**config.mk**
```make
export PLATFORM = sky130hd
export DESIGN_NAME = srambank_arbiter_2p
export DESIGN_NICKNAME = d
export VERILOG_FILES = /design/src/rtl/srambank_arbiter_2p.sv
export SDC_FILE = /design/constraint.sdc
export NUM_CORES = 1
export LEC_CHECK = 0
export CAP_MARGIN = 10
export CORE_AREA = 2 2 127 129
export DETAILED_ROUTE_END_ITERATION = 8
export DIE_AREA = 0 0 129 131
export GPL_TIMING_DRIVEN = 0
export HOLD_SLACK_MARGIN = 0.03
export MAX_ROUTING_LAYER = met4
export SETUP_SLACK_MARGIN = 0.15
export SLEW_MARGIN = 30
export SYNTH_ARGS = -nofsm -noshare
export SYNTH_HDL_FRONTEND = slang
export SYNTH_SLANG_ARGS = --single-unit
```
**constraint.sdc**
```tcl
create_clock -name clk -period 1.9 [get_ports clk]
set_input_delay 0.19 -clock clk [delete_from_list [all_inputs] [get_ports clk]]
set_output_delay 0.19 -clock clk [all_outputs]
set_load 0.01 [all_outputs]
```
**src/rtl/srambank_arbiter_2p.sv**
```systemverilog
// Two-port round-robin arbiter/sequencer in front of a single 1-cycle-read SRAM bank.
// Optional performance counters are enabled by defining SRAMARB_PERFCNT_EN.
module srambank_arbiter_2p #(
  parameter int AW = 10,
  parameter int DW = 48
) (
  input  logic          clk,
  input  logic          reset_n,
  input  logic          req0_valid,
  output logic          req0_ready,
  input  logic          req0_we,
  input  logic [AW-1:0] req0_addr,
  input  logic [DW-1:0] req0_wd,
  output logic          rsp0_valid,
  output logic [DW-1:0] rsp0_rdata,
  input  logic          req1_valid,
  output logic          req1_ready,
  input  logic          req1_we,
  input  logic [AW-1:0] req1_addr,
  input  logic [DW-1:0] req1_wd,
  output logic          rsp1_valid,
  output logic [DW-1:0] rsp1_rdata,
  output logic          sram_banksel,
  output logic          sram_read,
  output logic          sram_write,
  output logic [AW-1:0] sram_address,
  output logic [DW-1:0] sram_wd,
`ifdef SRAMARB_PERFCNT_EN
  output logic [15:0]   perf_gnt0,
  output logic [15:0]   perf_gnt1,
  output logic [15:0]   perf_conflict,
`endif
  input  logic [DW-1:0] sram_dataout
);

  typedef enum logic {PORT0 = 1'b0, PORT1 = 1'b1} port_e;

  logic  r_en;
  port_e r_last_grant;
  logic  r_rd_pend;
  port_e r_rd_tag;

  logic  w_gnt0;
  logic  w_gnt1;
  logic  w_we;

  // On contention the port that did not win last time gets the bank.
  always_comb begin
    w_gnt0 = r_en & req0_valid & (~req1_valid | (r_last_grant == PORT1));
    w_gnt1 = r_en & req1_valid & (~req0_valid | (r_last_grant == PORT0));
    w_we   = w_gnt0 ? req0_we : (w_gnt1 ? req1_we : 1'b0);
  end

  always_comb begin
    req0_ready   = w_gnt0;
    req1_ready   = w_gnt1;
    sram_banksel = w_gnt0 | w_gnt1;
    sram_write   = sram_banksel & w_we;
    sram_read    = sram_banksel & ~w_we;
    sram_address = '0;
    sram_wd      = '0;
    if (w_gnt0) begin
      sram_address = req0_addr;
      sram_wd      = req0_wd;
    end else if (w_gnt1) begin
      sram_address = req1_addr;
      sram_wd      = req1_wd;
    end
  end

  always_comb begin
    rsp0_valid = r_rd_pend & (r_rd_tag == PORT0);
    rsp1_valid = r_rd_pend & (r_rd_tag == PORT1);
    rsp0_rdata = rsp0_valid ? sram_dataout : '0;
    rsp1_rdata = rsp1_valid ? sram_dataout : '0;
  end

  always_ff @(posedge clk or negedge reset_n) begin
    if (!reset_n) begin
      r_en         <= 1'b0;
      r_last_grant <= PORT1;
      r_rd_pend    <= 1'b0;
      r_rd_tag     <= PORT0;
    end else begin
      r_en      <= 1'b1;
      r_rd_pend <= sram_read;
      if (sram_banksel) begin
        r_last_grant <= w_gnt1 ? PORT1 : PORT0;
      end
      if (sram_read) begin
        r_rd_tag <= w_gnt1 ? PORT1 : PORT0;
      end
    end
  end

`ifdef SRAMARB_PERFCNT_EN
  logic [15:0] r_gnt0;
  logic [15:0] r_gnt1;
  logic [15:0] r_conflict;

  always_ff @(posedge clk or negedge reset_n) begin
    if (!reset_n) begin
      r_gnt0     <= '0;
      r_gnt1     <= '0;
      r_conflict <= '0;
    end else begin
      if (w_gnt0 && (r_gnt0 != '1)) r_gnt0 <= r_gnt0 + 16'd1;
      if (w_gnt1 && (r_gnt1 != '1)) r_gnt1 <= r_gnt1 + 16'd1;
      if (r_en && req0_valid && req1_valid && (r_conflict != '1)) r_conflict <= r_conflict + 16'd1;
    end
  end

  always_comb begin
    perf_gnt0     = r_gnt0;
    perf_gnt1     = r_gnt1;
    perf_conflict = r_conflict;
  end
`endif

endmodule

```
==> run_results.csv <==
group,metric,value,unit
critical_path,worst-path-buf-inv,5,
synth,mappedNetlistArea,1501,um^2
synth,yosysTopAreaCell,"a22o_1",
synth,synth_edf_count,0,
synth,synth.distinct_cells,20,
synth,ys_seq_elements,4,
floorplan,pin_count,331,
placement,gp_congestion,0.7289,
critical_path,critPathLaunch,"r_last_grant$_DFFE_PN1P_",
placement,numPortBuffers,330,
synth,synth.most_common_cell,"a22o_1",
detailed_routing,vias_per_cell,4.009,
critical_path,rr_worst_depth,7,
hold_path,hp-class,"in -> async",
synth,synth_common_cells,"a22o_1, and2_1, and3_1",
cts,cts_tree,"yes",
pwr,p_leak,3.196,nW
synth,synth.top_cell.area_share,0.3442,
synth,synth_cells,202,
critical_path,path_class,"reg -> out",
critical_path,cpLargestDelayFamily,"buffers and inverters",
placement,dp.final_hpwl,10.51,mm
finish,drive_above_1_share,0.2924,
critical_path,cp_cell_sequence,"buf_6 > a21oi_4 > buf_12 > buf_12 > buf_8 > a22o_1 > buf_6",
synth,netlist_top_cells_area,"a22o_1, and2_1, and3_1",
synth,syn_area_per_cell,7.433,um^2
cts,cts_sinks,4,
critical_path,cp_data_required_time,1710,ps
detailed_routing,drt_iter0_markers,67,
timing,worst_slack,-8.078,ps
critical_path,cp_max_fo,5,
timing,clock_skew,3.222,ps
floorplan,core_area,15600,um^2
pwr,p_int,1.356,mW
detailed_routing,ant_nets,0,
timing,rsz0062_at_grt,"true",
status,status,"finished with violations",
cts,clockRootBuffer,"clkbuf_16",
cts,cts_hold_buffers,0,
cts,htree_levels,1,
global_routing,use_met1,0.1411,
cts,cts_max_path_buffers,2,
timing,slew_violations,0,
synth,ys_async_sr_fraction,1.000,
global_routing,overflow,0,
floorplan,die_area,16900,um^2
status,violations,"setup timing",
critical_path,cpMaxStageDelayCell,"dfstp_2",
global_routing,grt_pass1_wl,17.69,mm
detailed_routing,drc,0,
timing,min_period_over_period,1.004,
cts,clk_latency,230,ps
critical_path,cp-start-kind,"flop",
detailed_routing,wire_per_inst,16.32,um
global_routing,grt_pass1_vias,3207,
synth,ys_warn_count,0,
pwr,p_clk_frac,0.165,
detailed_routing,wl,12.96,mm
timing,setup_viol,5,
timing,fin_crit,1908,ps
pwr,power.share.switching,0.3453,
floorplan,rows,46,
global_routing,grt_max_degree,11,
cts,clk_pin_slew,30,ps
global_routing,grt_util_all_layers,0.1384,
timing,finalHoldViolCount,0,
global_routing,antenna_found_initial,0,
critical_path,rrSetupSlack,430,ps
timing,max_freq,0.5241,GHz
global_routing,grt.busiest_layer,"met2",
pwr,pwr-share-seq,0.059,
pwr,vdd_drop_max,0.2551,mV
synth,synth-seq-area-share,0.06750,
floorplan,initial_core_util,0.09626,
critical_path,setup.worst_path.end_class,"primary output",
finish,instances_no_fill,794,
synth,synth-main-ff-cell,"dfrtp_1",
detailed_routing,firstDrtPassIters,4,
finish,final_nets,749,
critical_path,setup.worst_path.end,"sram_wd[9]",
detailed_routing,vias,3183,
critical_path,rr_startpoint,"r_last_grant$_DFFE_PN1P_",
pwr,power_density,366.1,nW/um^2
timing,holdWs,174.8,ps
pwr,pwr-share-comb,0.776,
global_routing,met3_usage,0.02647,
critical_path,crit_arrival,1720,ps
floorplan,dieHeight,131,um
floorplan,die_x,129,um
cts,numCtsBuffers,3,
placement,dp_worst_setup_slack,-446.3,ps
finish,final_core_util,0.3628,
critical_path,timing.rr.end,"r_rd_tag$_DFFE_PN0P_",
finish,antennaDiodeCount,0,
synth,syn-num-nets,372,
pwr,p_switching,0.7155,mW
placement,dp.cells,748,
global_routing,gr-usage-met2,0.2751,
critical_path,cp.depth,7,
critical_path,worst_path_largest_cell_delay,560,ps
job,drv_cap,0,
finish,syn_to_final_growth,276.9,%
==> state kept, by name (all words and copies together) (netlist names) <==
| signal | count |
|---|---|
| r_last_grant | 1 |
| r_en | 1 |
| r_rd_pend | 1 |
| r_rd_tag | 1 |
==> stage by stage <==
step	power (mW)	setup TNS, ps	area [um^2]
6_report	2.072	-22.50	5659
5_1_grt	2.197	-556.4	5659
4_1_cts	2.010	-463.4	5396
3_5_place_dp	1.582	-32510	5075
3_3_place_gp	1.565	-32540	5075
2_1_floorplan	0.6115	0	1501
==> cells in the final DEF, fill, tap and decap left out, types with 3 or more instances in the layout <==
cell	instances
dlygate4sd2_1	51
buf_8	10
clkbuf_16	6
clkdlybuf4s15_1	10
clkbuf_4	6
dlymetal6s2s_1	22
a22o_1	59
buf_4	10
buf_6	55
and2_4	8
buf_16	3
clkdlybuf4s50_1	168
a21oi_4	3
clkbuf_2	6
buf_2	49
and3_1	47
buf_12	3
and2_1	41
==> final cells by class <==
type	instances	area (um^2)
Timing Repair Buffer	371	3613
Multi-Input combinational cell	169	1281
Clock buffer	4	78.83
Inverter	3	11.26
Fill cell	1633	9938
Sequential cell	4	103.9
Tap cell	216	270.3
Buffer	27	300.3
==> power groups by stage <==
stage | logic (mW) | clock network, mW | registers, mW
finish | 1.61 | 0.342 | 0.123
detailed placement | 1.45 | 0 | 0.127
global placement | 1.44 | 0 | 0.127
global route | 1.72 | 0.356 | 0.125
CTS | 1.54 | 0.349 | 0.122
floorplan | 0.495 | 0 | 0.116
==> how the worst min path moves through the flow <==
stage / startpoint / endpoint / slack (ps) / depth (start not counted)
after detailed placement: reset_n / r_en$_DFF_PN0_ / 420 / 1
final: reset_n / r_en$_DFF_PN0_ / 170 / 1
after global placement: reset_n / r_en$_DFF_PN0_ / 410 / 1
after global routing: reset_n / r_en$_DFF_PN0_ / 200 / 1
after floorplan: reset_n / r_en$_DFF_PN0_ / -110 / 0
after CTS: reset_n / r_en$_DFF_PN0_ / 180 / 1
==> cell families (layout without fill, tap and decap cells) <==
family          count (synthesis)  count (layout)  synth area share
compound gates                 66              67            0.3892
flops                           4               4           0.06750
other cells                     1               1          0.002498
buf+inv                        30             405            0.1233
simple gates                  101             101            0.4175
==> repair_timing <==
| item | CTS | global route |
|---|---|---|
| pin swaps | 38 | 32 |
| cloned | 9 | 4 |
| gates resized for setup | 419 | 116 |
| buffers inserted | 22 | 7 |
| endpoints found under the setup margin | 161 | 107 |
==> metal layers <==
metal	wire, um	vias up
met1	4698	1456
li1	-	1518
met4	181	0
met2	7139	195
met3	941	14
met5	0	-
Power figures use the tool's default switching activity.
